$ cat src/rtl/wb_arbiter_if.sv
// Bus bundle between the writeback sources, the issue-stage claim port and
// the register-file write port of wb_arbiter.
interface wb_arbiter_if #(
  parameter int WIDTH      = 32,
  parameter int ADDR_WIDTH = 5
);
  localparam int NREG = 1 << ADDR_WIDTH;

  logic                  a_valid_i;
  logic                  a_ready_o;
  logic [ADDR_WIDTH-1:0] a_addr_i;
  logic [WIDTH-1:0]      a_data_i;

  logic                  b_valid_i;
  logic                  b_ready_o;
  logic [ADDR_WIDTH-1:0] b_addr_i;
  logic [WIDTH-1:0]      b_data_i;

  logic                  claim_i;
  logic [ADDR_WIDTH-1:0] claim_addr_i;

  logic                  wr_en_o;
  logic [ADDR_WIDTH-1:0] wr_addr_o;
  logic [WIDTH-1:0]      wr_data_o;
  logic [NREG-1:0]       busy_o;

  // master: the environment (sources, issue stage, regfile observer)
  modport master (
    output a_valid_i, a_addr_i, a_data_i,
    output b_valid_i, b_addr_i, b_data_i,
    output claim_i, claim_addr_i,
    input  a_ready_o, b_ready_o,
    input  wr_en_o, wr_addr_o, wr_data_o, busy_o
  );

  modport slave (
    input  a_valid_i, a_addr_i, a_data_i,
    input  b_valid_i, b_addr_i, b_data_i,
    input  claim_i, claim_addr_i,
    output a_ready_o, b_ready_o,
    output wr_en_o, wr_addr_o, wr_data_o, busy_o
  );
endinterface

$ cat src/rtl/wb_arbiter.sv
// Two-source round-robin writeback arbiter with a registered regfile write
// port and a per-register pending-write scoreboard.
module wb_arbiter #(
  parameter int WIDTH      = 32,
  parameter int ADDR_WIDTH = 5,
  parameter int ZERO_REG   = 1
) (
  input  logic       clk_i,
  input  logic       rst_ni,
  wb_arbiter_if.slave bus
);
  localparam int NREG = 1 << ADDR_WIDTH;

  localparam logic [0:0] PTR_A = 1'b0;
  localparam logic [0:0] PTR_B = 1'b1;

  logic [0:0]            ptr_q;
  logic                  grant_a;
  logic                  grant_b;
  logic                  accept;
  logic                  zero_hit;
  logic                  claim_ok;
  logic [ADDR_WIDTH-1:0] sel_addr;
  logic [WIDTH-1:0]      sel_data;

  logic                  wr_en_q;
  logic [ADDR_WIDTH-1:0] wr_addr_q;
  logic [WIDTH-1:0]      wr_data_q;
  logic [NREG-1:0]       busy_q;
  logic [NREG-1:0]       busy_d;

  // A lone requester always wins; the pointer only breaks ties.
  always_comb begin
    grant_a  = bus.a_valid_i && (!bus.b_valid_i || (ptr_q == PTR_A));
    grant_b  = bus.b_valid_i && (!bus.a_valid_i || (ptr_q == PTR_B));
    accept   = grant_a || grant_b;
    sel_addr = grant_b ? bus.b_addr_i : bus.a_addr_i;
    sel_data = grant_b ? bus.b_data_i : bus.a_data_i;
    zero_hit = (ZERO_REG != 0) && (sel_addr == '0);
    claim_ok = bus.claim_i && !((ZERO_REG != 0) && (bus.claim_addr_i == '0));
  end

  always_ff @(posedge clk_i or negedge rst_ni) begin
    if (!rst_ni) begin
      ptr_q <= PTR_A;
    end else if (grant_a) begin
      ptr_q <= PTR_B;
    end else if (grant_b) begin
      ptr_q <= PTR_A;
    end
  end

  // Writes to a hardwired-zero register are accepted but never enabled.
  always_ff @(posedge clk_i or negedge rst_ni) begin
    if (!rst_ni) begin
      wr_en_q   <= 1'b0;
      wr_addr_q <= '0;
      wr_data_q <= '0;
    end else begin
      wr_en_q <= accept && !zero_hit;
      if (accept) begin
        wr_addr_q <= sel_addr;
        wr_data_q <= sel_data;
      end
    end
  end

  // Clear first, then set, so a coincident claim keeps the register pending.
  always_comb begin
    busy_d = busy_q;
    if (wr_en_q) begin
      busy_d[wr_addr_q] = 1'b0;
    end
    if (claim_ok) begin
      busy_d[bus.claim_addr_i] = 1'b1;
    end
  end

  always_ff @(posedge clk_i or negedge rst_ni) begin
    if (!rst_ni) begin
      busy_q <= '0;
    end else begin
      busy_q <= busy_d;
    end
  end

  assign bus.a_ready_o = grant_a;
  assign bus.b_ready_o = grant_b;
  assign bus.wr_en_o   = wr_en_q;
  assign bus.wr_addr_o = wr_addr_q;
  assign bus.wr_data_o = wr_data_q;
  assign bus.busy_o    = busy_q;
endmodule

$ cat src/flat_wrapper.sv
// flat-port wrapper written by rule: the top's interface ports become plain ports
module wb_arbiter_flat 
#(
  parameter int WIDTH      = 32,
  parameter int ADDR_WIDTH = 5,
  parameter int ZERO_REG   = 1
)
  (clk_i, rst_ni, bus_a_valid_i, bus_a_addr_i, bus_a_data_i, bus_b_valid_i, bus_b_addr_i, bus_b_data_i, bus_claim_i, bus_claim_addr_i, bus_a_ready_o, bus_b_ready_o, bus_wr_en_o, bus_wr_addr_o, bus_wr_data_o, bus_busy_o);
  wb_arbiter_if #(.WIDTH(WIDTH), .ADDR_WIDTH(ADDR_WIDTH)) bus_i ();
  input  logic clk_i;
  input  logic rst_ni;
  input wire logic [$bits(bus_i.a_valid_i)-1:0] bus_a_valid_i;
  input wire logic [$bits(bus_i.a_addr_i)-1:0] bus_a_addr_i;
  input wire logic [$bits(bus_i.a_data_i)-1:0] bus_a_data_i;
  input wire logic [$bits(bus_i.b_valid_i)-1:0] bus_b_valid_i;
  input wire logic [$bits(bus_i.b_addr_i)-1:0] bus_b_addr_i;
  input wire logic [$bits(bus_i.b_data_i)-1:0] bus_b_data_i;
  input wire logic [$bits(bus_i.claim_i)-1:0] bus_claim_i;
  input wire logic [$bits(bus_i.claim_addr_i)-1:0] bus_claim_addr_i;
  output wire logic [$bits(bus_i.a_ready_o)-1:0] bus_a_ready_o;
  output wire logic [$bits(bus_i.b_ready_o)-1:0] bus_b_ready_o;
  output wire logic [$bits(bus_i.wr_en_o)-1:0] bus_wr_en_o;
  output wire logic [$bits(bus_i.wr_addr_o)-1:0] bus_wr_addr_o;
  output wire logic [$bits(bus_i.wr_data_o)-1:0] bus_wr_data_o;
  output wire logic [$bits(bus_i.busy_o)-1:0] bus_busy_o;
  assign bus_i.a_valid_i = bus_a_valid_i;
  assign bus_i.a_addr_i = bus_a_addr_i;
  assign bus_i.a_data_i = bus_a_data_i;
  assign bus_i.b_valid_i = bus_b_valid_i;
  assign bus_i.b_addr_i = bus_b_addr_i;
  assign bus_i.b_data_i = bus_b_data_i;
  assign bus_i.claim_i = bus_claim_i;
  assign bus_i.claim_addr_i = bus_claim_addr_i;
  assign bus_a_ready_o = bus_i.a_ready_o;
  assign bus_b_ready_o = bus_i.b_ready_o;
  assign bus_wr_en_o = bus_i.wr_en_o;
  assign bus_wr_addr_o = bus_i.wr_addr_o;
  assign bus_wr_data_o = bus_i.wr_data_o;
  assign bus_busy_o = bus_i.busy_o;
  wb_arbiter #(.WIDTH(WIDTH), .ADDR_WIDTH(ADDR_WIDTH), .ZERO_REG(ZERO_REG)) u_core (.clk_i(clk_i), .rst_ni(rst_ni), .bus(bus_i));
endmodule
$ cat config.mk
export PLATFORM = sky130hd
export DESIGN_NAME = wb_arbiter_flat
export DESIGN_NICKNAME = d
export VERILOG_FILES = /design/src/rtl/wb_arbiter_if.sv /design/src/rtl/wb_arbiter.sv /design/src/flat_wrapper.sv
export SDC_FILE = /design/constraint.sdc
export NUM_CORES = 1
export LEC_CHECK = 0
export BUFFER_PORTS_ARGS = -buffer_cell sky130_fd_sc_hd__buf_4
export CORE_MARGIN = 5
export CORE_UTILIZATION = 43
export DETAILED_ROUTE_END_ITERATION = 12
export HOLD_SLACK_MARGIN = 0.1
export PLACE_DENSITY = 0.73
export SETUP_SLACK_MARGIN = 0.3
export SKIP_LAST_GASP = 1
export SLEW_MARGIN = 30
export SYNTH_ARGS = -nofsm -noshare
export SYNTH_HDL_FRONTEND = slang
export SYNTH_SLANG_ARGS = --single-unit
$ cat constraint.sdc
create_clock -name clk_i -period 1.3 [get_ports clk_i]
set_input_delay 0.065 -clock clk_i [delete_from_list [all_inputs] [get_ports clk_i]]
set_output_delay 0.065 -clock clk_i [all_outputs]
set_load 0.005 [all_outputs]
==> impl_results.md <==
* CP Launch Type: flop
* H-tree Lvls at 3
* Yosys Warn Count at 0
* Final setup skew at a little under 7 ps
* Fin util at 0.829
* WL final at 15200 um
* Total gr overflow at 0
* Core Footprint at roughly 7800 um2
* Cell area after layout at around 6500 um2
* Setup violators final at 1
* Crit path max fanout at 6
* Wire per inst at 21.6 um
* Status: finished with violations
* Pwr Density at between 1000 and 1500 nW/um2
* Post-route ant nets at 0
* Minimum clock period at around 1300 ps
* Router iterations before antenna repair at 5
* Synthesized flop and latch total at 71
* # DRC at 0
* Syn Inst Count at between 300 and 400
* Rows at 32
* Hold Path Class: primary input to flop
* First-pass GRT wire length at around 22000 um
* Worst Tran Pin Value at about 490 ps
* Syn Std Cell Area at between 3000 and 4000 um2
* Clk Tree Root Cell: clkbuf_8
* Skew-Pair Late Insertion Delay at about 350 ps
* Chip width at around 100 um
* Worst setup margin at -26.0 ps
* Die ar. at ~10000 um2
* Sum of buffers and inverters on the critical path at 1
* Setup TNS at -26.0 ps
* Largest net degree at the start of global routing at 35
* Top Ports at around 160
* CP Cell Sequence: buf_4, a21bo_4, o22ai_1, a31oi_1
* Post-Syn Area per Cell at roughly 10 um2
* Crit-path max cell delay at about 480 ps
* Fmax at around 0.75 GHz
* Vias per inst at just under 6
* Vias in the first global route at 4205
* N_diodes at 0
* Final Hold Slack at approximately 100 ps
* CTS clk-pin slew, worst paths at 80 ps
* Max-slew headroom at 0.672
* Worst EP required at 1530 ps
* Placer's final routability congestion estimate at 0.817
* Pins Over Slew Limit at 0
* Initial antenna violation count at 0
* Syn Nets at about 420
* Clock Sinks at 71
* Final hold viol count at 0
* Post-DP HPWL at slightly above 8000 um
* Nets at ~700
* DRT iter0 DRCs at around 280
* Failing checks: negative setup slack
* GRT Total Usage at 0.283
* CP arrival at between 1500 and 2000 ps
* CTS tree: yes
* PortBufs at between 150 and 200
* Slowest-stage cell, CP: dfrtp_2
* RSZ-0062 raised after global routing: true
* Share of layout cells above drive strength 1 at 0.518
* Leak at between 2 and 3 nW
* Post-DP Area at ~4800 um2
* WS Path Type: flop to flop
* Tot Pwr at a little under 9 mW
* Clock buffer count from CTS at 9
* Synth unique cells at 23
* Crit end category: flop
* Clock Path Buffers at 2
* CP top delay family: compound AO/OA/AOI/OAI gates
* Starting Density at 0.447
* Final worst-path cycle share at 1.02
* Layout area overhead at 85.5%
* Die height at ~100 um
* Sequential-to-total area share from yosys stat at 0.509
* Max cap viols at 0
* DR vias at 4062
* Maximum VDD drop at between 0.6 and 0.7 mV
-- cell type report --
class                   instances  area, um2
repair buffers                263       2320
flip-flops and latches         71       1780
fillers                       391       1340
well taps                     102        128
inverters                      35        131
clock buffers                   9        124
multi-input cells             217       1890
clock inverters                 7       97.6
-- where the power goes --
group	internal, mW	leakage, nW	total, mW	switching (mW)
sequential	2.85	0.800	3.33	0.487
combinational	1.97	1.97	3.39	1.41
clock	1.08	0.105	1.99	0.909
-- what timing repair did --
item                                   4_1_cts  5_1_grt
setup buffers                               10        6
setup endpoints to repair                   79       79
endpoints found under the hold margin      113        0
cloned                                       6        1
resized for setup                           63       49
hold buffers                                77        0
pin swaps                                   21       25
-- cell usage in the layout (no fill, tap or decap), types with 20 or more instances in the layout --
cell,Yosys,layout
a31oi_1,32,30
mux2_2,36,36
inv_1,35,34
o21ai_1,5,43
o21ai_2,0,20
buf_4,0,158
dfrtp_1,71,67
buf_6,7,23
o22ai_2,1,25
dlygate4sd3_1,0,77
-- cell usage after synthesis --
master	n	share of area
mux2_2	36	0.12
nand3b_1	10	0.022
buf_6	7	0.023
buf_2	7	0.010
a21bo_4	1	0.0047
clkbuf_1	6	0.0065
o21ai_1	5	0.0072
or3b_2	1	0.0025
o32a_1	1	0.0029
nor2_1	11	0.012
nand2_1	2	0.0022
dfrtp_1	71	0.51
o21ai_0	58	0.083
clkbuf_2	1	0.0014
o21a_1	3	0.0065
or4_1	2	0.0043
inv_1	35	0.038
nand3_1	4	0.0057
a31oi_1	32	0.057
o22ai_2	1	0.0036
or3_1	2	0.0036
o22ai_1	36	0.065
or3b_1	6	0.015
-- cells by family after synthesis --
family	after synthesis	share of synthesized area
compound gates	137	0.230
flops	71	0.509
buf+inv	56	0.0782
simple gates	38	0.0667
mux	36	0.116
-- state kept, by name, summed over array words and instances (netlist names) --
register	cells
u_core.bus.busy_o	32
u_core.ptr_q	1
u_core.bus.wr_data_o	32
u_core.bus.wr_addr_o	5
u_core.bus.wr_en_o	1
-- worst min-delay path: stages --
cell and delay, ps:
buf_4 130, or3_1 160, o21ai_1 60
-- metal layers --
layer | track usage | up-vias | routed length (um)
li1 | - | 1784 | -
met1 | 0.341 | 1927 | 5540
met2 | 0.480 | 291 | 7570
met3 | 0.0660 | 60 | 1460
met4 | 0.132 | 0 | 642
met5 | 0 | - | 0
-- worst paths after layout --
| check | from | endpoint | slack (ps) | cells after the start |
|---|---|---|---|---|
| max | u_core.ptr_q | u_core.bus.wr_data_o[0] | -30 | 4 |
| min | bus_claim_addr_i[2] | u_core.bus.busy_o[2] | 100 | 3 |
| max reg2reg | u_core.ptr_q | u_core.bus.wr_data_o[0] | -30 | 4 |
| min reg2reg | u_core.bus.busy_o[23] | u_core.bus.busy_o[23] | 500 | 2 |
| max in group asynchronous | rst_ni | u_core.bus.wr_data_o[14] | 540 | 3 |
| min in group asynchronous | rst_ni | u_core.bus.busy_o[2] | 190 | 2 |
-- stage by stage --
stage	setup WS, ps	cells
floorplan	47.9	338
global placement	23.6	588
detailed placement	-1.95	588
CTS	45.1	697
global route	-14.4	704
finish	-26.0	704
Power figures use the tool's default switching activity.
